**config.mk**
```make
export PLATFORM = sky130hd
export DESIGN_NAME = axi_lite_master_bridge
export DESIGN_NICKNAME = d
export VERILOG_FILES = /design/src/rtl/axi_lite_pkg.sv /design/src/rtl/axi_lite_master_bridge.sv
export SDC_FILE = /design/constraint.sdc
export NUM_CORES = 1
export LEC_CHECK = 0
export CAP_MARGIN = 20
export CORE_ASPECT_RATIO = 0.7
export CORE_MARGIN = 2
export CORE_UTILIZATION = 30
export CTS_BUF_LIST = sky130_fd_sc_hd__clkbuf_8
export DETAILED_ROUTE_END_ITERATION = 12
export GPL_TIMING_DRIVEN = 0
export PLACE_DENSITY = 0.61
export SLEW_MARGIN = 0
export SYNTH_ARGS = -nofsm -noshare
export SYNTH_HDL_FRONTEND = slang
export SYNTH_SLANG_ARGS = --single-unit
```
**constraint.sdc**
```tcl
create_clock -name clk -period 5.35 [get_ports clk]
set_clock_uncertainty 0.2 [all_clocks]
set_input_delay 0.535 -clock clk [delete_from_list [all_inputs] [get_ports clk]]
set_output_delay 0.535 -clock clk [all_outputs]
set_load 0.03 [all_outputs]
```
**src/rtl/axi_lite_pkg.sv**
```systemverilog
// Shared AXI-Lite definitions: bridge FSM state encoding and response codes.
package axi_lite_pkg;

   typedef enum logic [2:0] {
      ST_IDLE,
      ST_RD_ADDR,
      ST_RD_DATA,
      ST_WR_REQ,
      ST_WR_RESP
   } state_t;

   localparam logic [1:0] RESP_OKAY = 2'b00;

   function automatic logic resp_is_err(input logic [1:0] resp);
      return resp != RESP_OKAY;
   endfunction

endpackage

```
**src/rtl/axi_lite_master_bridge.sv**
```systemverilog
// CPU req/addr_ok/data_ok to AXI-Lite master, one transaction outstanding; zero-wait data_ok 3 cycles after addr_ok.
// New requests are held off (no addr_ok) while busy; every AXI valid is registered and held until its handshake.
module axi_lite_master_bridge
   import axi_lite_pkg::*;
#(
   parameter int ADDR_W = 32,
   parameter int DATA_W = 32
) (
   input  logic                  clk,
   input  logic                  reset,
   input  logic                  req,
   input  logic                  wr,
   input  logic [ADDR_W-1:0]     addr,
   input  logic [DATA_W-1:0]     wdata,
   input  logic [DATA_W/8-1:0]   wstrb,
   output logic                  addr_ok,
   output logic                  data_ok,
   output logic [DATA_W-1:0]     rdata,
   output logic                  err,
   output logic [ADDR_W-1:0]     araddr,
   output logic [2:0]            arprot,
   output logic                  arvalid,
   input  logic                  arready,
   input  logic [DATA_W-1:0]     rdata_m,
   input  logic [1:0]            rresp,
   input  logic                  rvalid,
   output logic                  rready,
   output logic [ADDR_W-1:0]     awaddr,
   output logic [2:0]            awprot,
   output logic                  awvalid,
   input  logic                  awready,
   output logic [DATA_W-1:0]     wdata_m,
   output logic [DATA_W/8-1:0]   wstrb_m,
   output logic                  wvalid,
   input  logic                  wready,
   input  logic [1:0]            bresp,
   input  logic                  bvalid,
   output logic                  bready
);

   state_t                state_q;
   logic                  data_ok_q;
   logic [DATA_W-1:0]     rdata_q;
   logic                  err_q;
   logic [ADDR_W-1:0]     araddr_q;
   logic [ADDR_W-1:0]     awaddr_q;
   logic                  arvalid_q;
   logic                  rready_q;
   logic                  awvalid_q;
   logic [DATA_W-1:0]     wdata_q;
   logic [DATA_W/8-1:0]   wstrb_q;
   logic                  wvalid_q;
   logic                  bready_q;
   logic                  accept;
   logic                  aw_done;
   logic                  w_done;

   // Blocking acceptance while data_ok is pending keeps completions and new grants in separate cycles.
   assign accept  = !reset && (state_q == ST_IDLE) && req && !data_ok_q;
   assign aw_done = !awvalid_q || awready;
   assign w_done  = !wvalid_q || wready;

   always_ff @(posedge clk or posedge reset) begin
      if (reset) begin
         state_q   <= ST_IDLE;
         data_ok_q <= 1'b0;
         rdata_q   <= '0;
         err_q     <= 1'b0;
         araddr_q  <= '0;
         awaddr_q  <= '0;
         arvalid_q <= 1'b0;
         rready_q  <= 1'b0;
         awvalid_q <= 1'b0;
         wdata_q   <= '0;
         wstrb_q   <= '0;
         wvalid_q  <= 1'b0;
         bready_q  <= 1'b0;
      end else begin
         data_ok_q <= 1'b0;
         case (state_q)
            ST_IDLE: begin
               if (accept) begin
                  if (wr) begin
                     awaddr_q  <= addr;
                     wdata_q   <= wdata;
                     wstrb_q   <= wstrb;
                     awvalid_q <= 1'b1;
                     wvalid_q  <= 1'b1;
                     state_q   <= ST_WR_REQ;
                  end else begin
                     araddr_q  <= addr;
                     arvalid_q <= 1'b1;
                     state_q   <= ST_RD_ADDR;
                  end
               end
            end
            ST_RD_ADDR: begin
               if (arready) begin
                  arvalid_q <= 1'b0;
                  rready_q  <= 1'b1;
                  state_q   <= ST_RD_DATA;
               end
            end
            ST_RD_DATA: begin
               if (rvalid) begin
                  rready_q  <= 1'b0;
                  rdata_q   <= rdata_m;
                  err_q     <= resp_is_err(rresp);
                  data_ok_q <= 1'b1;
                  state_q   <= ST_IDLE;
               end
            end
            ST_WR_REQ: begin
               // AW and W retire independently; leave once both have been accepted.
               if (awready) awvalid_q <= 1'b0;
               if (wready)  wvalid_q  <= 1'b0;
               if (aw_done && w_done) begin
                  bready_q <= 1'b1;
                  state_q  <= ST_WR_RESP;
               end
            end
            ST_WR_RESP: begin
               if (bvalid) begin
                  bready_q  <= 1'b0;
                  err_q     <= resp_is_err(bresp);
                  data_ok_q <= 1'b1;
                  state_q   <= ST_IDLE;
               end
            end
            default: state_q <= ST_IDLE;
         endcase
      end
   end

   assign addr_ok = accept;
   assign data_ok = data_ok_q;
   assign rdata   = rdata_q;
   assign err     = err_q;
   assign araddr  = araddr_q;
   assign arprot  = 3'b000;
   assign arvalid = arvalid_q;
   assign rready  = rready_q;
   assign awaddr  = awaddr_q;
   assign awprot  = 3'b000;
   assign awvalid = awvalid_q;
   assign wdata_m = wdata_q;
   assign wstrb_m = wstrb_q;
   assign wvalid  = wvalid_q;
   assign bready  = bready_q;

endmodule
```
==> results.json <==
{
  "outcome": "finished clean",
  "max_cap_violations": 0,
  "start_util": 0.310,
  "r2r_cells": 4,
  "hold_viol": 0,
  "routed_via_density": 4.38,
  "diodes": 0,
  "critPathMaxFanout": 4,
  "timing.final.crit_share": 0.619,
  "hp-class": "reg -> reg",
  "clk_path_buf_depth": 2,
  "synthMuxAreaShare": 0.286,
  "route.detailed.drc": 0,
  "cts-buffers-inserted": 17,
  "slew_headroom": 0.541,
  "multi_input_area_um2": 1890,
  "cts_tree": "built",
  "syn-cell-area_um2": 5660,
  "synth-compound-area-share": 0.0148,
  "postCtsSetupRepairBufs": 0,
  "clk_pin_slew_ps": 80,
  "grt_max_degree": 75,
  "avgSynthCellArea_um2": 16.6,
  "vdd_ir_drop_max_mv": 0.294,
  "rsz0062_at_grt": "no",
  "slew_violations": 0,
  "grt_pass1_wl_mm": 23.4,
  "synth_top_family_by_area": "multiplexers",
  "row_count": 41,
  "layout-drive-gt1-share": 0.297,
  "finish.instance_area_um2": 8920,
  "antenna_found_initial": 0,
  "cts_max_level": 4,
  "io_buffers": 252,
  "r2r_slack_ps": 3040,
  "cp_common_cell": "clkdlybuf4s50_1",
  "worstSetupStartpointType": "input port",
  "track_usage": 0.152,
  "synth_fa_ha_area_frac": 0,
  "synth_cell_types": 32,
  "async_flop_share": 1.00,
  "max_stage_delay_ps": 770,
  "crit_required_ps": 4620,
  "tns_ps": 0,
  "crit_path_end_kind": "primary output",
  "path_class": "in -> out",
  "max_slew.worst_pin.slew_ps": 687,
  "cpMaxStageDelayCell": "clkdlybuf4s50_1",
  "place.gp.congestion": 0.766,
  "vias": 3790,
  "clk_latency_ps": 440,
  "synth_xor_area_frac": 0,
  "drt-total-wl_mm": 14.8,
  "grt_pass1_vias": 4220,
  "worstPathCellList": "clkdlybuf4s50_1 > or3b_4 > nor4_4 > clkdlybuf4s50_1",
  "synth_edf_count": 0,
  "ioPinCount": 259,
  "fmax_mhz": 302,
  "ys_warn_count": 0,
  "areaGrowthSynthToFinish_pct": 57.8,
  "grt_overflow_total": 0,
  "worstPathArrival_ps": 2580,
  "ant_nets": 0,
  "leakage_nw": 3.80,
  "place_area_um2": 8530,
  "yosys.area_share.simple": 0.0290,
  "cts_resized": 0,
  "fillers": 1570,
  "synthCells": 340,
  "hold_buffers": 0,
  "wire_per_inst_um": 17.1,
  "synth_flop_cell": "dfrtp_1",
  "die_w_um": 168,
  "fin_crit_ps": 3310,
  "synth_seq_area_share": 0.628,
  "first_pass_iters": 4,
  "ys_ff_latch": 142,
  "regArea_um2": 3550,
  "die_area_um2": 20000,
  "drt_iter0_drc": 133,
  "nets": 730,
  "holdPathStages": 1,
  "core_um2": 18300,
  "cts.sinks": 142,
  "power_density_nw_per_um2": 666,
  "dp_hpwl_mm": 11.0,
  "clockRootBuffer": "clkbuf_8",
  "setup_viol": 0,
  "dieHeight_um": 119
}
==> power breakdown <==
part	leakage (nW)	switching (mW)	internal, mW
Clock	0.198	0.422	0.440
Sequential	1.70	0.286	1.61
Combinational	1.90	1.67	1.52
==> state kept, by name, indices dropped and copies added, names as in the netlist <==
signal   cells
wdata_m     32
bready       1
state_q      3
awaddr      32
err          1
arvalid      1
araddr      32
data_ok      1
wvalid       1
rdata       32
wstrb_m      4
rready       1
awvalid      1
==> cells in the mapped netlist (all sizes together), types with 2 or more instances <==
| cell | instances | area (um^2) |
|---|---|---|
| nand2 | 6 | 30.0 |
| dfrtp | 142 | 3550 |
| o21ai | 2 | 10.0 |
| nor3 | 3 | 15.0 |
| buf | 22 | 219 |
| nor4b | 2 | 17.5 |
| nor2 | 6 | 22.5 |
| a22oi | 2 | 15.0 |
| nand2b | 2 | 12.5 |
| mux2 | 134 | 1620 |
| inv | 3 | 11.3 |
| nor3b | 2 | 20.0 |
| a21o | 2 | 16.3 |
| a21oi | 3 | 15.0 |
==> layer usage <==
metal	global-route usage	vias up	wire (um)
met5	0	-	0
met1	0.192	1871	6610
met4	0.0490	0	184
met3	0.0721	13	1460
li1	-	1741	-
met2	0.232	165	6530
==> worst max-delay path: cells and delay by family <==
family	cells	cell delay, ps
AND/OR/NAND/NOR	2	780
buffers and inverters	2	1260
==> path summary, 6_finish.rpt <==
kind                                         from                endpoint
min reg2reg                wdata_m[1]$_DFFE_PP0P_  wdata_m[1]$_DFFE_PP0P_
max                                         reset                 addr_ok
min                        wdata_m[1]$_DFFE_PP0P_  wdata_m[1]$_DFFE_PP0P_
min in group asynchronous                   reset       data_ok$_DFF_PP0_
max in group asynchronous                   reset  awaddr[31]$_DFFE_PP0P_
max reg2reg                state_q[1]$_DFFE_PP0P_   rdata[16]$_DFFE_PP0P_
==> cell usage in the layout (no fill, tap or decap), drive strengths merged, types with 2 or more instances in the layout <==
master	count
a21o	2
clkinvlp	3
bufinv	2
conb	6
nand2b	2
a21oi	3
mux2	134
nor2	6
nor4b	2
clkinv	6
nand2	6
clkdlybuf4s50	252
a22oi	2
buf	23
clkbuf	20
inv	5
o21ai	2
nor3b	2
dfrtp	142
nor3	3
==> logic make-up (layout without fill, tap and decap cells) <==
logic type	after synthesis	count (layout)
AOI/OAI and AO/OA	12	12
buffers and inverters	26	311
DFF	142	142
muxes	134	134
other	1	6
and+or+nand+nor	25	25
==> metrics by stage <==
stage | utilization | instances | hold slack, ps | worst slack, ps | total power, mW
2_1_floorplan | - | 345 | 421 | 805 | 3.73
3_3_place_gp | 0.465 | 833 | 278 | -1140 | 5.07
3_5_place_dp | 0.467 | 834 | 281 | 2020 | 5.12
4_1_cts | 0.489 | 866 | 300 | 2030 | 6.02
5_1_grt | 0.489 | 866 | 311 | 1990 | 6.26
6_report | 0.489 | 866 | 293 | 2040 | 5.94
==> final cells by class <==
cell class / count / area share
sequential: 142 / 0.398
timing repair buffer: 253 / 0.286
multi-input combinational: 177 / 0.212
tap: 236 / 0.0331
clock buffer: 19 / 0.0293
buffer: 23 / 0.0250
clock inverter: 13 / 0.0154
inverter: 3 / 0.00182
Note: power is estimated with default switching activity, not from simulation.
